$ cat src/rtl/img_proc_pkg.sv
// Shared pixel-pipeline definitions for the image processing stages.
package img_proc_pkg;
    localparam int unsigned PIX_W      = 8;
    localparam int unsigned MAX_LINE_W = 1024;
    localparam int unsigned COL_CNT_W  = $clog2(MAX_LINE_W);

    typedef logic [PIX_W-1:0] pix_t;
endpackage

$ cat src/rtl/matrix_3x3_8bit_gen_if.sv
// Stream bundle of the 3x3 window generator: pixel input, line-RAM link and window output.
interface matrix_3x3_8bit_gen_if;
    import img_proc_pkg::*;

    logic per_frame_vsync;
    logic per_frame_href;
    logic per_frame_clken;
    pix_t per_img_y;

    logic line_href;
    logic line_clken;
    pix_t line_shiftin;
    pix_t line_taps0x;
    pix_t line_taps1x;

    logic matrix_frame_vsync;
    logic matrix_frame_href;
    logic matrix_frame_clken;
    pix_t matrix_p11, matrix_p12, matrix_p13;
    pix_t matrix_p21, matrix_p22, matrix_p23;
    pix_t matrix_p31, matrix_p32, matrix_p33;

    modport slave (
        input  per_frame_vsync, per_frame_href, per_frame_clken, per_img_y,
        input  line_taps0x, line_taps1x,
        output line_href, line_clken, line_shiftin,
        output matrix_frame_vsync, matrix_frame_href, matrix_frame_clken,
        output matrix_p11, matrix_p12, matrix_p13,
        output matrix_p21, matrix_p22, matrix_p23,
        output matrix_p31, matrix_p32, matrix_p33
    );

    modport master (
        output per_frame_vsync, per_frame_href, per_frame_clken, per_img_y,
        output line_taps0x, line_taps1x,
        input  line_href, line_clken, line_shiftin,
        input  matrix_frame_vsync, matrix_frame_href, matrix_frame_clken,
        input  matrix_p11, matrix_p12, matrix_p13,
        input  matrix_p21, matrix_p22, matrix_p23,
        input  matrix_p31, matrix_p32, matrix_p33
    );
endinterface

$ cat src/rtl/matrix_3x3_8bit_gen_row_shift.sv
// One window row: 3-deep enabled shift register, p1 oldest column, p3 newest.
module matrix_row_shift
    import img_proc_pkg::*;
(
    input  logic clk_i,
    input  logic rst_ni,
    input  logic en_i,
    input  logic clr_i,
    input  pix_t din_i,
    output pix_t p1_o,
    output pix_t p2_o,
    output pix_t p3_o
);
    pix_t p1_q, p2_q, p3_q;

    always_ff @(posedge clk_i or negedge rst_ni) begin
        if (!rst_ni) begin
            p1_q <= '0;
            p2_q <= '0;
            p3_q <= '0;
        end else if (clr_i) begin
            p1_q <= '0;
            p2_q <= '0;
            p3_q <= '0;
        end else if (en_i) begin
            p1_q <= p2_q;
            p2_q <= p3_q;
            p3_q <= din_i;
        end
    end

    assign p1_o = p1_q;
    assign p2_o = p2_q;
    assign p3_o = p3_q;
endmodule

$ cat src/rtl/matrix_3x3_8bit_gen.sv
// 3x3 window generator fed by a two-line shift RAM; timing delayed 2 cycles to match.
// MATRIX_EDGE_MASK_EN enables zero-padded borders (row masking and per-line window clear).
module matrix_3x3_8bit_gen
    import img_proc_pkg::*;
#(
    parameter int unsigned IMG_W     = 640,
    parameter int unsigned ROW_CNT_W = 11
) (
    input logic                  clock,
    input logic                  rst_n,
    matrix_3x3_8bit_gen_if.slave bus
);
    localparam logic [COL_CNT_W-1:0] ColMax = COL_CNT_W'(IMG_W - 1);

    logic vsync_d1_q, href_d1_q, clken_d1_q;
    logic vsync_d2_q, href_d2_q, clken_d2_q;
    pix_t row3_q;
    logic [COL_CNT_W-1:0] col_cnt_q, col_cnt_d;
    logic [ROW_CNT_W-1:0] row_cnt_q, row_cnt_d;
    pix_t row1_tap, row2_tap;
    logic win_clr;

    assign bus.line_href    = bus.per_frame_href;
    assign bus.line_clken   = bus.per_frame_clken;
    assign bus.line_shiftin = bus.per_img_y;

    always_ff @(posedge clock or negedge rst_n) begin
        if (!rst_n) begin
            vsync_d1_q <= 1'b0;
            href_d1_q  <= 1'b0;
            clken_d1_q <= 1'b0;
            vsync_d2_q <= 1'b0;
            href_d2_q  <= 1'b0;
            clken_d2_q <= 1'b0;
            row3_q     <= '0;
            col_cnt_q  <= '0;
            row_cnt_q  <= '0;
        end else begin
            vsync_d1_q <= bus.per_frame_vsync;
            href_d1_q  <= bus.per_frame_href;
            clken_d1_q <= bus.per_frame_clken;
            vsync_d2_q <= vsync_d1_q;
            href_d2_q  <= href_d1_q;
            clken_d2_q <= clken_d1_q;
            row3_q     <= bus.per_img_y;
            col_cnt_q  <= col_cnt_d;
            row_cnt_q  <= row_cnt_d;
        end
    end

    always_comb begin
        col_cnt_d = col_cnt_q;
        if (!href_d1_q) begin
            col_cnt_d = '0;
        end else if (clken_d1_q && col_cnt_q != ColMax) begin
            col_cnt_d = col_cnt_q + 1'b1;
        end
    end

    // href_d2 still high while href_d1 is low marks the end of a delayed line.
    always_comb begin
        row_cnt_d = row_cnt_q;
        if (!bus.per_frame_vsync) begin
            row_cnt_d = '0;
        end else if (href_d2_q && !href_d1_q && row_cnt_q != '1) begin
            row_cnt_d = row_cnt_q + 1'b1;
        end
    end

`ifdef MATRIX_EDGE_MASK_EN
    assign row1_tap = (row_cnt_q < ROW_CNT_W'(2)) ? '0 : bus.line_taps1x;
    assign row2_tap = (row_cnt_q < ROW_CNT_W'(1)) ? '0 : bus.line_taps0x;
    assign win_clr  = !href_d1_q;
`else
    assign row1_tap = bus.line_taps1x;
    assign row2_tap = bus.line_taps0x;
    assign win_clr  = 1'b0;
`endif

    matrix_row_shift u_row1 (
        .clk_i  (clock),
        .rst_ni (rst_n),
        .en_i   (clken_d1_q),
        .clr_i  (win_clr),
        .din_i  (row1_tap),
        .p1_o   (bus.matrix_p11),
        .p2_o   (bus.matrix_p12),
        .p3_o   (bus.matrix_p13)
    );

    matrix_row_shift u_row2 (
        .clk_i  (clock),
        .rst_ni (rst_n),
        .en_i   (clken_d1_q),
        .clr_i  (win_clr),
        .din_i  (row2_tap),
        .p1_o   (bus.matrix_p21),
        .p2_o   (bus.matrix_p22),
        .p3_o   (bus.matrix_p23)
    );

    matrix_row_shift u_row3 (
        .clk_i  (clock),
        .rst_ni (rst_n),
        .en_i   (clken_d1_q),
        .clr_i  (win_clr),
        .din_i  (row3_q),
        .p1_o   (bus.matrix_p31),
        .p2_o   (bus.matrix_p32),
        .p3_o   (bus.matrix_p33)
    );

    assign bus.matrix_frame_vsync = vsync_d2_q;
    assign bus.matrix_frame_href  = href_d2_q;
    assign bus.matrix_frame_clken = clken_d2_q;
endmodule

$ cat src/flat_wrapper.sv
// flat-port wrapper written by rule: the top's interface ports become plain ports
module matrix_3x3_8bit_gen_flat import img_proc_pkg::*;
#(
    parameter int unsigned IMG_W     = 640,
    parameter int unsigned ROW_CNT_W = 11
)
  (clock, rst_n, bus_per_frame_vsync, bus_per_frame_href, bus_per_frame_clken, bus_per_img_y, bus_line_taps0x, bus_line_taps1x, bus_line_href, bus_line_clken, bus_line_shiftin, bus_matrix_frame_vsync, bus_matrix_frame_href, bus_matrix_frame_clken, bus_matrix_p11, bus_matrix_p12, bus_matrix_p13, bus_matrix_p21, bus_matrix_p22, bus_matrix_p23, bus_matrix_p31, bus_matrix_p32, bus_matrix_p33);
  matrix_3x3_8bit_gen_if bus_i ();
  input logic clock;
  input logic rst_n;
  input wire logic [$bits(bus_i.per_frame_vsync)-1:0] bus_per_frame_vsync;
  input wire logic [$bits(bus_i.per_frame_href)-1:0] bus_per_frame_href;
  input wire logic [$bits(bus_i.per_frame_clken)-1:0] bus_per_frame_clken;
  input wire logic [$bits(bus_i.per_img_y)-1:0] bus_per_img_y;
  input wire logic [$bits(bus_i.line_taps0x)-1:0] bus_line_taps0x;
  input wire logic [$bits(bus_i.line_taps1x)-1:0] bus_line_taps1x;
  output wire logic [$bits(bus_i.line_href)-1:0] bus_line_href;
  output wire logic [$bits(bus_i.line_clken)-1:0] bus_line_clken;
  output wire logic [$bits(bus_i.line_shiftin)-1:0] bus_line_shiftin;
  output wire logic [$bits(bus_i.matrix_frame_vsync)-1:0] bus_matrix_frame_vsync;
  output wire logic [$bits(bus_i.matrix_frame_href)-1:0] bus_matrix_frame_href;
  output wire logic [$bits(bus_i.matrix_frame_clken)-1:0] bus_matrix_frame_clken;
  output wire logic [$bits(bus_i.matrix_p11)-1:0] bus_matrix_p11;
  output wire logic [$bits(bus_i.matrix_p12)-1:0] bus_matrix_p12;
  output wire logic [$bits(bus_i.matrix_p13)-1:0] bus_matrix_p13;
  output wire logic [$bits(bus_i.matrix_p21)-1:0] bus_matrix_p21;
  output wire logic [$bits(bus_i.matrix_p22)-1:0] bus_matrix_p22;
  output wire logic [$bits(bus_i.matrix_p23)-1:0] bus_matrix_p23;
  output wire logic [$bits(bus_i.matrix_p31)-1:0] bus_matrix_p31;
  output wire logic [$bits(bus_i.matrix_p32)-1:0] bus_matrix_p32;
  output wire logic [$bits(bus_i.matrix_p33)-1:0] bus_matrix_p33;
  assign bus_i.per_frame_vsync = bus_per_frame_vsync;
  assign bus_i.per_frame_href = bus_per_frame_href;
  assign bus_i.per_frame_clken = bus_per_frame_clken;
  assign bus_i.per_img_y = bus_per_img_y;
  assign bus_i.line_taps0x = bus_line_taps0x;
  assign bus_i.line_taps1x = bus_line_taps1x;
  assign bus_line_href = bus_i.line_href;
  assign bus_line_clken = bus_i.line_clken;
  assign bus_line_shiftin = bus_i.line_shiftin;
  assign bus_matrix_frame_vsync = bus_i.matrix_frame_vsync;
  assign bus_matrix_frame_href = bus_i.matrix_frame_href;
  assign bus_matrix_frame_clken = bus_i.matrix_frame_clken;
  assign bus_matrix_p11 = bus_i.matrix_p11;
  assign bus_matrix_p12 = bus_i.matrix_p12;
  assign bus_matrix_p13 = bus_i.matrix_p13;
  assign bus_matrix_p21 = bus_i.matrix_p21;
  assign bus_matrix_p22 = bus_i.matrix_p22;
  assign bus_matrix_p23 = bus_i.matrix_p23;
  assign bus_matrix_p31 = bus_i.matrix_p31;
  assign bus_matrix_p32 = bus_i.matrix_p32;
  assign bus_matrix_p33 = bus_i.matrix_p33;
  matrix_3x3_8bit_gen #(.IMG_W(IMG_W), .ROW_CNT_W(ROW_CNT_W)) u_core (.clock(clock), .rst_n(rst_n), .bus(bus_i));
endmodule
$ cat config.mk
export PLATFORM = sky130hd
export DESIGN_NAME = matrix_3x3_8bit_gen_flat
export DESIGN_NICKNAME = d
export VERILOG_FILES = /design/src/rtl/img_proc_pkg.sv /design/src/rtl/matrix_3x3_8bit_gen_if.sv /design/src/rtl/matrix_3x3_8bit_gen_row_shift.sv /design/src/rtl/matrix_3x3_8bit_gen.sv /design/src/flat_wrapper.sv
export SDC_FILE = /design/constraint.sdc
export NUM_CORES = 1
export LEC_CHECK = 0
export ABC_AREA = 0
export CORE_UTILIZATION = 49
export DETAILED_ROUTE_END_ITERATION = 7
export GPL_ROUTABILITY_DRIVEN = 0
export PLACE_DENSITY = 0.93
export RECOVER_POWER = 50
export SKIP_CTS_REPAIR_TIMING = 1
export SLEW_MARGIN = 20
export SYNTH_ARGS = -nofsm -noshare
export SYNTH_HDL_FRONTEND = slang
export SYNTH_SLANG_ARGS = --single-unit
$ cat constraint.sdc
create_clock -name clock -period 2.7 [get_ports clock]
set_clock_uncertainty 0.2 [all_clocks]
set_input_delay 0.405 -clock clock [delete_from_list [all_inputs] [get_ports clock]]
set_output_delay 0.405 -clock clock [all_outputs]
set_load 0.005 [all_outputs]
# Word-level counts from Yosys, hierarchy flattened
# Cells that the tools add are included.
# totals
inputBits	29
reg_bits	86

# Depth between registers and ports, before layout
# Gate-level depths: netlist (run 1).
# depth
ltp_word	0
mapped_depth	3
ltp_nobuf	1

# By module
# Synthesis (run 1) repeated with hierarchy kept, for this count alone.
# hier_totals
cells_unflattened	256
area_unflattened_um2	3398.3
# modules_own_cells
module	cells_per_inst	area_per_inst_um2	instances
matrix_row_shift	77	989.7	3
matrix_3x3_8bit_gen	25	429.2	1

# Least setup slack after synthesis (run 1)
# No wires, ideal clock.
# synth_path
path_kind	register to register
startpoint	register u_core.clken_d1_q
endpoint	register u_core.u_row1.p1_q[0], in the netlist u_core.u_row1.p1_o[0]
path_buffers	2
t_arrival_ps	965
path_stages_with_launch	4
slack_ps	1409
synth_period_minus_slack_ps	1291
cell_sequence	dfrtp_1 > buf_6 > buf_12 > mux2_4
# synth_rtl
item	line_no	text
start, declared	matrix_3x3_8bit_gen.sv:15	logic vsync_d1_q, href_d1_q, clken_d1_q;
start signal, assigned	matrix_3x3_8bit_gen.sv:41	clken_d1_q <= bus.per_frame_clken;
end signal, assigned	matrix_3x3_8bit_gen_row_shift.sv:26	p1_q <= p2_q;
end, declared	matrix_3x3_8bit_gen_row_shift.sv:14	pix_t p1_q, p2_q, p3_q;
# No word-level cell between the ends.

# Worst setup path in the final report (run 1)
# layout_path
startpoint	input bus_per_img_y[0]
endpoint	output bus_line_shiftin[0]
# layout_rtl
item	line_no	text
start, declared	flat_wrapper.sv:14	input wire logic [$bits(bus_i.per_img_y)-1:0] bus_per_img_y;
end, declared	flat_wrapper.sv:19	output wire logic [$bits(bus_i.line_shiftin)-1:0] bus_line_shiftin;
# No word-level cell between the ends.

==> impl_metrics.csv, run 1 <==
group,metric,value,unit
worst_setup_path,timing.rr.end,"u_core.u_row1.p2_o[1]",
worst_setup_path,crit_path_max_incr_delay,0.55,ns
final_layout,layout-area-overhead-vs-synth,34.7,%
placed_design,hpwl_reported_at_the_end_of_detailed_placement,3990,um
hold_path,hold_path_depth,0,
clocking,numCtsBuffers,9,
placed_design,portBuffers,113,
hold_path,hp-start,"u_core.href_d1_q",
timing,rsz0062_at_grt,"false",
floorplanning,full_die_area,0.00738,mm^2
timing,period_share,76.9,%
logic_synthesis,yosysWarnings,0,
global_route,gr-total-overflow,0,
worst_setup_path,start_kind,"input pin",
global_route,wire_length_of_the_first_global_routing_pass,9570,um
worst_setup_path,regToRegStartpoint,"u_core.clken_d1_q",
worst_setup_path,critical_path.endpoint_type,"primary output",
final_layout,layout_commonest_cell,"clkdlybuf4s50_1",
final_layout,finalInstanceArea,0.00465,mm^2
logic_synthesis,syn_area,0.00345,mm^2
global_route,grt_antenna_before_repair,0,
timing,worst-slew-pin-transition,0.936,ns
drt,vias_per_cell,4.60,
drt,route.antenna.remaining_nets,0,
global_route,grt_max_degree,50,
timing,maximum_clock_frequency,482,MHz
clocking,tritoncts,"done",
worst_setup_path,worstPathMaxFanout,2,
global_route,first_global_vias,1820,
drt,dr.pass1.iters,3,
timing,totalNegativeSetupSlack,0,ns
drt,wl_per_cell,15.4,um
worst_setup_path,timing.reg2reg.worst_path_depth,2,
floorplanning,dieHeight,85.9,um
logic_synthesis,synth_cell_types,6,
clocking,cts.sinks,86,
final_layout,fillers,497,
worst_setup_path,critPathSlowestCell,"dlygate4sd3_1",
worst_setup_path,worstPathRequired,2.10,ns
logic_synthesis,syn_nets,205,
final_layout,antenna_cells_inserted,0,
floorplanning,top_level_ports,114,
placed_design,placed_cell_area,0.00453,mm^2
clocking,clk_transition_reported_paths,0.08,ns
power,p_per_area,696,mW/mm^2
final_layout,layout.cells.most_common_list,"101 x clkdlybuf4s50_1, 85 x dfrtp_1, 44 x mux2_4, 26 x mux2_1, 12 x dlygate4sd3_1",
timing,final-hold-violation-count,0,
drt,vias,1782,
worst_setup_path,cpLargestDelayFamily,"buffers and inverters",
hold_path,holdCritPathClass,"register to register",
worst_setup_path,startpoint,"bus_per_img_y[0]",
logic_synthesis,avgSynthCellArea,19.6,um^2
worst_setup_path,register_to_register_path_setup_slack,0.78,ns
drt,detail_route.drc_violations,0,
timing,maxSlewHeadroom,37.6,%
hold_path,timing.hold.worst_endpoint,"u_core.bus.matrix_frame_href",
worst_setup_path,timing.critical_path.buf_inv,2,
worst_setup_path,cp_cell_sequence,"dlygate4sd3_1 -> clkdlybuf4s50_1",
floorplanning,floorplan.die.width,85.9,um
drt,postRouteWirelength,5970,um
timing,holdWs,0.152,ns
timing,drv_slew,0,
logic_synthesis,yosys_register_bits,86,
clocking,ctsRootBufferMaster,"clkbuf_8",
worst_setup_path,cp_arrival,1.47,ns
timing,finalSetupViolCount,0,
outcome,status,"completed",
worst_setup_path,worstSetupPathDepth,2,
floorplanning,core_box_area,0.00679,mm^2
clocking,clock_insertion_delay_worst_skew,0.35,ns
floorplanning,start_util,50.8,%
final_layout,post_route_cells_drive_above_1_share,22.0,%
global_route,groute.usage.overall,17.4,%
power,post_layout_power,3240,uW
clocking,clockBufferDepth,2,
logic_synthesis,postSynthCellCount,176,
logic_synthesis,seq_area_frac_synth,62.3,%
worst_setup_path,crit_type,"input pin to primary output",
drt,dr.first_iter.drc_count,61,
final_layout,nets,315,
power,power.ir.vdd_worst,0.339,mV
clocking,htreeDepth,3,
flow_run,cap_violations,0,
power,power.leakage,0.00206,uW
floorplanning,floorplan.rows,30,
timing,minimum_period_implied_by_the_final_worst_setup_slack,2.08,ns
## stage by stage
| stage | std cells | setup WS [ns] | util, % |
|---|---|---|---|
| global route | 387 | 0.607 | 68.4 |
| finish | 387 | 0.624 | 68.4 |
| global placement | 370 | 0.721 | 66.6 |
| floorplan | 176 | 1.41 | - |
| CTS | 386 | 0.687 | 69.8 |
| detailed placement | 370 | 0.688 | 66.6 |
## cells in the mapped netlist, drive strengths merged
library cell	instances	area, um^2
dfrtp	86	2150
buf	18	226
mux2	72	1070
## routing by layer
metal  GRT usage (%)  vias up  routed length, um
met2            25.4       72               2850
met5               0        -                  0
li1                -      819                  -
met1            23.3      885               2620
met4            5.45        0                 64
met3            7.99        6                427
## worst max path at each step
stage	end	slack, ns
3_3_place_gp	bus_line_shiftin[2]	0.72
2_1_floorplan	u_core.u_row1.p1_o[0]	1.41
6_report	bus_line_shiftin[0]	0.62
3_5_place_dp	bus_line_clken	0.69
4_1_cts	bus_line_shiftin[0]	0.69
5_1_grt	bus_line_clken	0.61
## cells by family after synthesis
group                  Yosys count  synth area share [%]
flip-flops                      86                  62.3
buffers and inverters           18                  6.56
multiplexers                    72                  31.1
## power by group
| part | switching, uW | internal, uW | total (uW) |
|---|---|---|---|
| clock | 435 | 548 | 983 |
| sequential | 128 | 1460 | 1590 |
| combinational | 176 | 492 | 667 |
## area by class of cell
class	instances	area, um^2	share of cell area, %
Multi-Input combinational cell	72	976	21.0
Sequential cell	86	2150	46.3
Clock inverter	3	67.6	1.45
Timing Repair Buffer	117	1180	25.5
Clock buffer	13	149	3.20
Tap cell	96	120	2.58
## registers in the layout, indices dropped and copies added (netlist names)
name                           count
u_core.row3_q                      8
u_core.u_row1.p3_o                 8
u_core.u_row1.p2_o                 8
u_core.u_row1.p1_o                 8
u_core.vsync_d1_q                  1
u_core.u_row2.p1_o                 8
u_core.bus.matrix_frame_href       1
u_core.href_d1_q                   1
u_core.u_row3.p1_o                 8
u_core.u_row3.p3_o                 8
u_core.u_row2.p3_o                 8
u_core.bus.matrix_frame_clken      1
u_core.clken_d1_q                  1
u_core.bus.matrix_frame_vsync      1
u_core.u_row2.p2_o                 8
u_core.u_row3.p2_o                 8
Note: power is estimated with default switching activity, not from simulation.
==> run 2: changes to the inputs <==
--- a/config.mk
+++ b/config.mk
@@ -6,10 +6,10 @@
 export NUM_CORES = 1
 export LEC_CHECK = 0
 export ABC_AREA = 0
-export CORE_UTILIZATION = 49
+export CORE_UTILIZATION = 41
 export DETAILED_ROUTE_END_ITERATION = 7
 export GPL_ROUTABILITY_DRIVEN = 0
-export PLACE_DENSITY = 0.93
+export PLACE_DENSITY = 0.84
 export RECOVER_POWER = 50
 export SKIP_CTS_REPAIR_TIMING = 1
 export SLEW_MARGIN = 20
==> constraint.sdc (replaced) <==
create_clock -name clock -period 1.71 [get_ports clock]
set_clock_uncertainty 0.2 [all_clocks]
set_input_delay 0.2565 -clock clock [delete_from_list [all_inputs] [get_ports clock]]
set_output_delay 0.2565 -clock clock [all_outputs]
set_load 0.005 [all_outputs]
==> impl_metrics.csv, run 2 (synthesis results as in run 1) <==
group,metric,value,unit
drt,postRouteWirelength,6730,um
timing,worst-slew-pin-transition,0.614,ns
drt,route.antenna.remaining_nets,0,
drt,dr.first_iter.drc_count,34,
worst_setup_path,crit_path_max_incr_delay,0.50,ns
floorplanning,full_die_area,0.00879,mm^2
final_layout,antenna_cells_inserted,0,
floorplanning,start_util,42.2,%
global_route,grt_max_degree,47,
worst_setup_path,timing.critical_path.buf_inv,2,
global_route,first_global_vias,1926,
final_layout,seqCellArea,0.00216,mm^2
clocking,clk_transition_reported_paths,0.08,ns
drt,wl_per_cell,15.3,um
final_layout,fillers,587,
timing,maxSlewHeadroom,59.1,%
final_layout,finalCoreUtilization,63.7,%
clocking,clockBufferDepth,2,
final_layout,multi_input_area,0.00107,mm^2
flow_run,cap_violations,0,
floorplanning,floorplan.rows,33,
timing,finalSetupViolCount,0,
worst_setup_path,cp_cell_sequence,"clkdlybuf4s50_1 -> clkdlybuf4s50_1",
clocking,ctsRootBufferMaster,"clkbuf_8",
timing,minimum_period_implied_by_the_final_worst_setup_slack,1.69,ns
floorplanning,core_box_area,0.00818,mm^2
timing,drv_slew,0,
placed_design,hpwl_reported_at_the_end_of_detailed_placement,4180,um
final_layout,nets,360,
final_layout,layout-area-overhead-vs-synth,50.8,%
worst_setup_path,critical_path.endpoint_type,"primary output",
global_route,grt_antenna_before_repair,0,
final_layout,layout.cells.most_common_list,"85 x dfrtp_1, 69 x mux2_4, 55 x dlymetal6s2s_1, 48 x clkdlybuf4s50_1, 44 x buf_4",
final_layout,post_route_cells_drive_above_1_share,39.9,%
power,power.ir.vdd_worst,0.452,mV
global_route,groute.usage.overall,14.6,%
worst_setup_path,critPathMostFrequentCell,"clkdlybuf4s50_1",
timing,maximum_clock_frequency,591,MHz
clocking,clock_insertion_delay_worst_skew,0.34,ns
timing,period_share,98.9,%
worst_setup_path,cp_arrival,1.23,ns
clocking,htreeDepth,3,
placed_design,portBuffers,113,
final_layout,layout_commonest_cell,"dfrtp_1",
hold_path,holdCritPathClass,"register to register",
worst_setup_path,cpLargestDelayFamily,"buffers and inverters",
worst_setup_path,critPathSlowestCell,"clkdlybuf4s50_1",
clocking,cts.sinks,86,
drt,vias_per_cell,4.53,
drt,vias,1996,
clocking,numCtsBuffers,9,
floorplanning,top_level_ports,114,
final_layout,stdcell_count,441,
worst_setup_path,crit_type,"input pin to primary output",
worst_setup_path,worstPathRequired,1.25,ns
timing,final-hold-violation-count,0,
drt,dr.pass1.iters,6,
global_route,wire_length_of_the_first_global_routing_pass,9830,um
worst_setup_path,worstPathMaxFanout,2,
drt,detail_route.drc_violations,0,
power,power.leakage,0.00287,uW
clocking,tritoncts,"done",
worst_setup_path,start_kind,"input pin",
outcome,status,"completed",
floorplanning,floorplan.die.width,93.8,um
placed_design,number_of_placed_cells_counting_well_taps,382,
power,p_per_area,977,mW/mm^2
global_route,gr-total-overflow,0,
floorplanning,dieHeight,93.8,um
==> run 2: final cells by class <==
cell class	instances	area share, %
Clock buffer	12	2.79
Clock inverter	4	0.625
Multi-Input combinational cell	72	20.6
Sequential cell	86	41.4
Tap cell	105	2.52
Timing Repair Buffer	162	32.1
==> run 2: layer usage <==
layer / up-vias / wire length, um / GRT usage [%]
met3: 11 / 366 / 3.72
met2: 72 / 3440 / 23.1
met5: - / 0 / 0
li1: 910 / - / -
met1: 1003 / 2810 / 18.9
met4: 0 / 114 / 6.54
==> run 2: path summary, 6_finish.rpt <==
check / start / to / slack, ns / cells after the start
setup / recovery: bus_per_img_y[2] / bus_line_shiftin[2] / 0.02 / 2
hold / removal: u_core.vsync_d1_q / u_core.bus.matrix_frame_vsync / 0.15 / 0
setup reg to reg: u_core.clken_d1_q / u_core.u_row3.p2_o[3] / 0.23 / 2
hold reg to reg: u_core.vsync_d1_q / u_core.bus.matrix_frame_vsync / 0.15 / 0
max in group asynchronous: rst_n / u_core.u_row2.p3_o[0] / 0.39 / 3
min in group asynchronous: rst_n / u_core.row3_q[1] / 0.28 / 3
==> run 2: power breakdown <==
group	switching, uW	internal (uW)
Sequential	180	2300
Clock	689	574
Combinational	363	973
Total	1230	3850
==> run 2: metrics by stage <==
step           hold WS [ns]  instance area (um^2)  power, uW  setup WS, ns  TNS [ns]
3_3_place_gp         0.0488                  4580       3690        0.0271         0
5_1_grt               0.172                  5200       5360       -0.0275   -0.0596
3_5_place_dp         0.0513                  4580       3720       -0.0156   -0.0202
4_1_cts              -0.337                  4760       5010       -0.0470    -0.626
6_report              0.153                  5200       5080        0.0191         0
2_1_floorplan        -0.239                  3450       3010         0.419         0
